File: config.mk
export PLATFORM = sky130hd
export DESIGN_NAME = ft_async_tx
export DESIGN_NICKNAME = d
export VERILOG_FILES = /design/src/rtl/ft_async_tx_pkg.sv /design/src/rtl/ft_sync_fifo.sv /design/src/rtl/ft_async_tx.sv
export SDC_FILE = /design/constraint.sdc
export NUM_CORES = 1
export LEC_CHECK = 0
export CAP_MARGIN = 0
export CELL_PAD_IN_SITES_DETAIL_PLACEMENT = 0
export CELL_PAD_IN_SITES_GLOBAL_PLACEMENT = 1
export CORE_MARGIN = 2
export CORE_UTILIZATION = 41
export DETAILED_ROUTE_END_ITERATION = 16
export PLACE_DENSITY_LB_ADDON = 0.1
export SYNTH_ARGS = -nofsm -noshare
export SYNTH_HDL_FRONTEND = slang
export SYNTH_SLANG_ARGS = --single-unit
File: constraint.sdc
create_clock -name clk -period 3.1 [get_ports clk]
set_input_delay 0.62 -clock clk [delete_from_list [all_inputs] [get_ports clk]]
set_output_delay 0.62 -clock clk [all_outputs]
set_load 0.02 [all_outputs]
File: src/rtl/ft_async_tx_pkg.sv
// Shared FT2232H timing constants, state encoding and ns-to-cycle helper.
// The RX path imports the same timing constants.
package ft_async_tx_pkg;

    localparam int FT_FREQ_MHZ = 200;

    // FT2232H async FIFO write-cycle timing, in ns
    localparam int FT_SETUP_NS = 5;
    localparam int FT_PULSE_NS = 30;
    localparam int FT_HOLD_NS  = 5;
    localparam int FT_RECOV_NS = 14;

    typedef enum logic [2:0] {
        ST_IDLE,
        ST_SETUP,
        ST_STROBE,
        ST_HOLD,
        ST_RECOVER
    } tx_state_t;

    // ceil(freq_mhz * ns / 1000), never less than one cycle
    function automatic int ns_to_cyc(input int freq_mhz, input int ns);
        int c;
        c = (freq_mhz * ns + 999) / 1000;
        return (c < 1) ? 1 : c;
    endfunction

endpackage

File: src/rtl/ft_sync_fifo.sv
// Single-clock FIFO with occupancy count; a push while full is dropped
// even if a pop happens in the same cycle.
module ft_sync_fifo #(
    parameter int DATA = 8,
    parameter int ADDR = 4
) (
    input  logic            clk,
    input  logic            rst_n,
    input  logic            push,
    input  logic [DATA-1:0] wr_data,
    input  logic            pop,
    output logic [DATA-1:0] rd_data,
    output logic            full,
    output logic            empty,
    output logic [ADDR:0]   count
);

    localparam int DEPTH = 2**ADDR;

    logic [DATA-1:0] mem [DEPTH];
    logic [ADDR-1:0] wr_ptr, rd_ptr;
    logic            do_push, do_pop;

    assign full    = (count == (ADDR+1)'(DEPTH));
    assign empty   = (count == '0);
    assign do_push = push & ~full;
    assign do_pop  = pop & ~empty;
    assign rd_data = mem[rd_ptr];

    always_ff @(posedge clk) begin
        if (do_push) mem[wr_ptr] <= wr_data;
    end

    // pointers wrap naturally at 2**ADDR
    always_ff @(posedge clk or negedge rst_n) begin
        if (!rst_n) begin
            wr_ptr <= '0;
            rd_ptr <= '0;
            count  <= '0;
        end else begin
            if (do_push) wr_ptr <= wr_ptr + 1'b1;
            if (do_pop)  rd_ptr <= rd_ptr + 1'b1;
            case ({do_push, do_pop})
                2'b10:   count <= count + 1'b1;
                2'b01:   count <= count - 1'b1;
                default: count <= count;
            endcase
        end
    end

endmodule

File: src/rtl/ft_async_tx.sv
// FT2232H asynchronous FIFO write path: byte queue from the uP side,
// TXE_N synchronizer and a timed WR_N strobe sequencer.
module ft_async_tx
    import ft_async_tx_pkg::*;
#(
    parameter int DATA     = 8,
    parameter int ADDR     = 4,
    parameter int FREQ_MHz = FT_FREQ_MHZ
) (
    input  logic            clk,
    input  logic            rst_n,
    input  logic            ext_wr,
    input  logic [DATA-1:0] ext_wr_data,
    output logic            ext_full,
    output logic [ADDR:0]   ext_count,
    output logic            ext_overflow,
    input  logic            TXE_N,
    output logic            WR_N,
    output logic [DATA-1:0] ft_wr_data
);

    localparam int SETUP_CYC = ns_to_cyc(FREQ_MHz, FT_SETUP_NS);
    localparam int PULSE_CYC = ns_to_cyc(FREQ_MHz, FT_PULSE_NS);
    localparam int HOLD_CYC  = ns_to_cyc(FREQ_MHz, FT_HOLD_NS);
    localparam int RECOV_CYC = ns_to_cyc(FREQ_MHz, FT_RECOV_NS);
    // the strobe pulse is the longest interval, so it sizes the counter
    localparam int CNT_W     = $clog2(PULSE_CYC + 1);

    tx_state_t       state, state_n;
    logic [CNT_W-1:0] cnt, cnt_n;
    logic            txe_meta, txe_s;
    logic            pop, empty, wr_n_n;
    logic [DATA-1:0] head;

    ft_sync_fifo #(.DATA(DATA), .ADDR(ADDR)) u_fifo (
        .clk     (clk),
        .rst_n   (rst_n),
        .push    (ext_wr),
        .wr_data (ext_wr_data),
        .pop     (pop),
        .rd_data (head),
        .full    (ext_full),
        .empty   (empty),
        .count   (ext_count)
    );

    always_ff @(posedge clk or negedge rst_n) begin
        if (!rst_n) begin
            txe_meta <= 1'b1;
            txe_s    <= 1'b1;
        end else begin
            txe_meta <= TXE_N;
            txe_s    <= txe_meta;
        end
    end

    always_ff @(posedge clk or negedge rst_n) begin
        if (!rst_n) ext_overflow <= 1'b0;
        else        ext_overflow <= ext_wr & ext_full;
    end

    always_comb begin
        state_n = state;
        cnt_n   = cnt;
        pop     = 1'b0;
        wr_n_n  = 1'b1;
        case (state)
            ST_IDLE: begin
                if (!empty && !txe_s) begin
                    pop     = 1'b1;
                    cnt_n   = CNT_W'(SETUP_CYC);
                    state_n = ST_SETUP;
                end
            end
            ST_SETUP: begin
                if (cnt == CNT_W'(1)) begin
                    wr_n_n  = 1'b0;
                    cnt_n   = CNT_W'(PULSE_CYC);
                    state_n = ST_STROBE;
                end else begin
                    cnt_n = cnt - 1'b1;
                end
            end
            // TXE_N is deliberately ignored from here on: the byte is committed
            ST_STROBE: begin
                if (cnt == CNT_W'(1)) begin
                    cnt_n   = CNT_W'(HOLD_CYC);
                    state_n = ST_HOLD;
                end else begin
                    wr_n_n = 1'b0;
                    cnt_n  = cnt - 1'b1;
                end
            end
            ST_HOLD: begin
                if (cnt == CNT_W'(1)) begin
                    cnt_n   = CNT_W'(RECOV_CYC);
                    state_n = ST_RECOVER;
                end else begin
                    cnt_n = cnt - 1'b1;
                end
            end
            ST_RECOVER: begin
                if (cnt == CNT_W'(1)) state_n = ST_IDLE;
                else                  cnt_n   = cnt - 1'b1;
            end
            default: state_n = ST_IDLE;
        endcase
    end

    always_ff @(posedge clk or negedge rst_n) begin
        if (!rst_n) begin
            state      <= ST_IDLE;
            cnt        <= '0;
            WR_N       <= 1'b1;
            ft_wr_data <= '0;
        end else begin
            state <= state_n;
            cnt   <= cnt_n;
            WR_N  <= wr_n_n;
            if (pop) ft_wr_data <= head;
        end
    end

endmodule

Word-level counts from Yosys, hierarchy flattened
Memory sizes are Yosys's and may differ from the RTL's. A register that Yosys moved wholly into a read port is not among the register bits.
Cells that the tools add are included.
Storage, ports and cells
  register bits after elaboration: 23
  latch bits: 0
  bits in writable memories: 128
  memory bits (read-only): 0
  input port bits: 12
  word-level logic and storage cells: 63
  memories kept: 1
Operators by class
  add/subtract/negate cells: 5
  multipliers: 0
  div/mod/pow operators: 0
  order comparisons: 0
  eq/ne operators: 14
  shift-type cells: 0
  multiplexer cells: 19
  bitwise logic cells: 5
  reduce and logical (&&, ||, !) cells: 10
Memory list
  u_fifo.mem: depth 16, width 8, rd ports 1, clocked after memory_dff 1, write ports 1, line ft_sync_fifo.sv:20  | logic [DATA-1:0] mem [DEPTH];
Operator list (count)
  3-bit one-hot mux with 5 select lines: 2
  3-bit two-way mux: 9
  2-bit != test, second input constant: 6
  5-bit one-hot mux with 2 select lines: 1
  4-bit by 1-bit adder with 4-bit output, second input constant: 2
  3-bit by 1-bit equality test with 1-bit output, second input constant: 2
  3-bit by 2-bit equality test with 1-bit output, second input constant: 2
  1-bit two-way mux: 6
  5-bit by 1-bit adder with 5-bit output, second input constant: 1
  5-bit equality test, second input constant: 1
  5-bit logical NOT: 1
  5-bit AND reduction: 1
  5-bit nonzero test: 1
  5-bit by 1-bit subtractor with 5-bit output, second input constant: 1
  1-bit bitwise AND: 3
  3-bit equality test, second input constant: 1
  1-bit logical NOT: 3
  3-bit logical NOT: 1
  3-bit AND reduction: 1
  3-bit by 1-bit subtractor with 3-bit output, second input constant: 1
  2-bit by 1-bit equality test with 1-bit output, second input constant: 1
  2-bit equality test, second input constant: 1
  1-bit inverter: 2
  1-bit one-hot mux with 2 select lines: 1
  2 further kinds: 2

Logic depth before layout (Yosys ltp)
  depth after elaboration: 8
  mapped depth: 13
  mapped depth without buffers: 12

Modules after synthesis
From an unflattened synthesis, not the netlist that was laid out.
Unflattened totals
  cell total of the unflattened synthesis: 406
  area, all modules: 6653.9 µm²
By module, submodules not included
  ft_sync_fifo: instances 1, cells each 332, area an instance 5779.3 µm²
  ft_async_tx: instances 1, cells each 74, area an instance 874.6 µm²

Least setup slack after synthesis
OpenSTA, ideal clock, no wires.
  kind: register -> register
  from: reg u_fifo.count[1]
  to: reg u_fifo.count[4]
  setup time: 0.131 ns
  data arrival time: 2.778 ns
  slack: 0.190 ns
  cell stages (with the launch flop): 14
  path buffers: 1
  period minus slack after synthesis: 2.910 ns
  cells stage by stage: dfrtp_1 -> nor4_4 -> nand2_1 -> and2_1 -> buf_2 -> inv_1 -> ha_1 -> inv_1 -> fa_1 -> nor2b_1 -> o21ai_0 -> nand3_1 -> or3b_1 -> xnor2_1
Between the ends
  longest elaborated chain between the ends: 8
  elaborated cells between the ends (all ways): 16
RTL lines
  start, declared: line ft_sync_fifo.sv:15  | output logic [ADDR:0] count
  start signal, assigned: line ft_sync_fifo.sv:44  | 2'b10: count <= count + 1'b1;
  start signal, assigned: line ft_sync_fifo.sv:45  | 2'b01: count <= count - 1'b1;
  start signal, assigned: line ft_sync_fifo.sv:46  | default: count <= count;
  5-bit logical NOT: line ft_sync_fifo.sv:25  | assign empty = (count == '0);
  1-bit logical NOT: line ft_async_tx.sv:69  | if (!empty && !txe_s) begin
  1-bit logical AND: line ft_async_tx.sv:69
  1-bit two-way mux: line ft_async_tx.sv:69
  1-bit two-way mux: line ft_async_tx.sv:67  | case (state)
  1-bit bitwise AND: line ft_sync_fifo.sv:27  | assign do_pop = pop & ~empty;
  2-bit by 1-bit equality test with 1-bit output or 2-bit equality test (tied branches): line ft_sync_fifo.sv:43  | case ({do_push, do_pop})
  5-bit one-hot mux with 2 select lines or 2-bit nonzero test (tied branches)
Several ways; a longest one is shown, not always the timed one.
A chain may end at the register's enable or synchronous reset.

Worst setup path in the final report
Ends and elaborated chain as after synthesis.

==> qor.csv <==
stage;metric;value;unit
logic_synthesis;distinct cell type count after synthesis;48;
run;Max Cap Viol;0;
detailed_routing;DR vias;3369;
power_and_ir_drop;Design Power;7.31;mW
clock_network;Clock transition at path regs;0.06;ns
timing;maximum clock rate;361;MHz
global_routing;GR Util All Layers;16.5;%
global_routing;initial antenna violation count;0;
worst_setup_path;Worst EP arrival;3.08;ns
clock_network;# resized after CTS;0;
worst_setup_path;WP data required;3.40;ns
logic_synthesis;Async S/R FF share, synth;19.5;%
floorplan;Die X;131;microns
floorplan;# IOs;28;
clock_network;clk_lat worst skew;0.42;ns
min_path;HP Class;in2async;
floorplan;Rows;46;
floorplan;Core Box Area;15800;sq um
layout;post-layout util;49.2;%
detailed_routing;Pre-Repair DR Iteration Count;4;
detailed_routing;Total Wirelength;13.0;mm
clock_network;H-tree Lvls;4;
logic_synthesis;Synth Cell Area;6610;sq um
logic_synthesis;gate count after technology mapping;370;
logic_synthesis;Seq/Total Area, Yosys;70.0;%
floorplan;Initial Utilization;41.7;%
timing;Final Setup Violations;0;
clock_network;# Post-CTS Setup Buffers;0;
timing;final-report max-slew violation count;0;
timing;RSZ-0062 raised after global routing;no;
detailed_routing;vias per cell;5.20;
power_and_ir_drop;Pleak;2.73;nW
timing;fin crit share;89.5;%
worst_setup_path;Worst setup SP type;flip-flop;
timing;Hold WS;0.284;ns
placement;DP HPWL;7.96;mm
run_status;run status;completed;
logic_synthesis;Post-Syn Area per Cell;17.9;sq um
worst_setup_path;Crit Path Category;reg2reg;
logic_synthesis;Most used DFF post-synth;edfxtp_1;
logic_synthesis;synth warn;0;
layout;area grow syn2layout;17.8;%
placement;port bufs;27;
clock_network;total CTS buffers;17;
power_and_ir_drop;PwrDens;939;nW/um^2
timing;setup TNS;0;ns
floorplan;Die Y-Extent;131;microns
timing;worst slew pin tran;0.802;ns
global_routing;gr ovfl total;0;
timing;Clock Skew;0.00578;ns
global_routing;vias in the first global route;3430;
worst_setup_path;CP Max Fanout;5;
global_routing;first-pass GRT wire length;19.8;mm
timing;relative slew slack;46.5;%
clock_network;post-cts hold buffer count;0;
logic_synthesis;Syn Nets;394;
timing;Final min period;2.77;ns
placement;Final GP Congestion;0.758;
logic_synthesis;post-synthesis register bit count;159;
layout;register area;4620;sq um
layout;layout cell share with drive strength beyond 1;20.8;%
logic_synthesis;Post-synth EDFFs;128;
layout;nets@finish;443;
detailed_routing;Initial DRC Count;168;
layout;fill cell count;1324;
clock_network;CTS Root Cell;clkbuf_16;
floorplan;die area;17100;sq um
detailed_routing;Routed Antenna Nets;0;
clock_network;maximum root-to-sink buffer count;2;
detailed_routing;drc violations;0;
detailed_routing;Wirelength per Cell;20.1;microns
worst_setup_path;crit path capture type;flip-flop;
layout;n_diodes;0;
clock_network;CTS tree;done;
layout;Multi-input gate area;1810;sq um
global_routing;largest net degree at the start of global routing;32;
power_and_ir_drop;VDD IR-drop max;438;uV
timing;Final Hold Viols;0;
clock_network;# clock sinks;159;
routing by layer:
layer / global-route usage [%] / vias to the layer above / wire length, microns
met4: 5.63 / 0 / 146
met5: 0 / - / 0
met1: 20.8 / 1736 / 5850
met3: 3.87 / 14 / 378
li1: - / 1566 / -
met2: 28.0 / 53 / 6630
flip-flops by register name, indices dropped and copies added (netlist names):
signal         flops
ext_overflow       1
u_fifo.wr_ptr      4
ft_wr_data         8
txe_s              1
u_fifo.mem       128
state              3
cnt                3
txe_meta           1
u_fifo.count       5
WR_N               1
u_fifo.rd_ptr      4
layout by cell type, fill, tap and decap left out, types with 8 or more instances in the layout:
| cell type | Yosys | layout |
|---|---|---|
| nor2_1 | 20 | 20 |
| clkbuf_16 | 0 | 17 |
| mux4_2 | 14 | 14 |
| buf_4 | 2 | 23 |
| o21ai_0 | 9 | 9 |
| nand2b_1 | 8 | 8 |
| nand2_1 | 14 | 14 |
| edfxtp_1 | 128 | 128 |
| a21oi_1 | 13 | 13 |
| o22ai_1 | 17 | 17 |
| mux2_2 | 8 | 8 |
| inv_1 | 11 | 11 |
| ha_1 | 11 | 11 |
| dfrtp_1 | 28 | 27 |
| clkdlybuf4s50_1 | 0 | 26 |
| mux4_1 | 18 | 18 |
path summary, 6_finish.rpt:
| check | depth (start not counted) | slack, ns | end | start |
|---|---|---|---|---|
| max | 12 | 0.33 | u_fifo.count[4]$_DFFE_PN0P_ | u_fifo.count[1]$_DFFE_PN0P_ |
| min | 1 | 0.28 | u_fifo.count[1]$_DFFE_PN0P_ | rst_n |
| max reg2reg | 12 | 0.33 | u_fifo.count[4]$_DFFE_PN0P_ | u_fifo.count[1]$_DFFE_PN0P_ |
| min reg2reg | 0 | 0.37 | txe_s$_DFF_PN1_ | txe_meta$_DFF_PN1_ |
| max in group asynchronous | 1 | 2.25 | u_fifo.rd_ptr[2]$_DFFE_PN0P_ | rst_n |
| min in group clk | 0 | 0.37 | txe_s$_DFF_PN1_ | txe_meta$_DFF_PN1_ |
cell usage after synthesis, drive strengths merged (2+ instances only):
cell type	count	area share, %
nor2	20	1.1
edfxtp	128	58
o22ai	17	1.6
buf	12	1.6
nor2b	3	0.28
mux2	9	1.5
dfstp	3	1.2
dfrtp	28	11
nand3	2	0.15
xnor2	7	1.0
a21oi	14	1.2
xor2	4	0.53
clkbuf	9	0.51
nor3	7	0.53
nand4	2	0.28
o31ai	2	0.23
mux4	32	12
o21ai	10	0.76
nand2	16	0.98
ha	11	2.1
nand2b	8	0.76
inv	11	0.62
critical path: stages (launching register included):
cell	delay [ns]
dfrtp_1	0.46
nor4_4	0.32
nand2_1	0.09
and2_1	0.18
inv_1	0.06
ha_1	0.23
inv_1	0.10
fa_1	0.40
nor2b_1	0.12
o21ai_0	0.11
nand3_1	0.11
or3b_1	0.36
xnor2_1	0.13
cells by family after synthesis:
kind of cell	synth area share [%]
compound gates	4.73
xor+xnor	1.57
fa+ha+maj	2.39
buf+inv	2.71
flops	70.0
mux	13.5
simple gates	5.17
stage by stage:
stage                     cell area [sq um]  worst slack, ns  instances
after detailed placement               7200            0.153        616
after CTS                              7780            0.306        648
after global routing                   7780            0.108        648
final                                  7780            0.327        648
after floorplan                        6610            0.190        370
after global placement                 7200            0.209        616
report_power, final:
part | switching, mW | internal, mW
registers | 0.295 | 2.67
clock network | 0.865 | 1.20
logic | 1.18 | 1.10
total | 2.34 | 4.97
final cells by class:
class,count,area share (%)
Inverter,11,0.531
Multi-Input combinational cell,179,23.2
Sequential cell,159,59.4
Clock buffer,17,5.47
Timing Repair Buffer,51,5.88
Clock inverter,15,2.03
Tap cell,216,3.47
Note: power is estimated with default switching activity, not from simulation.
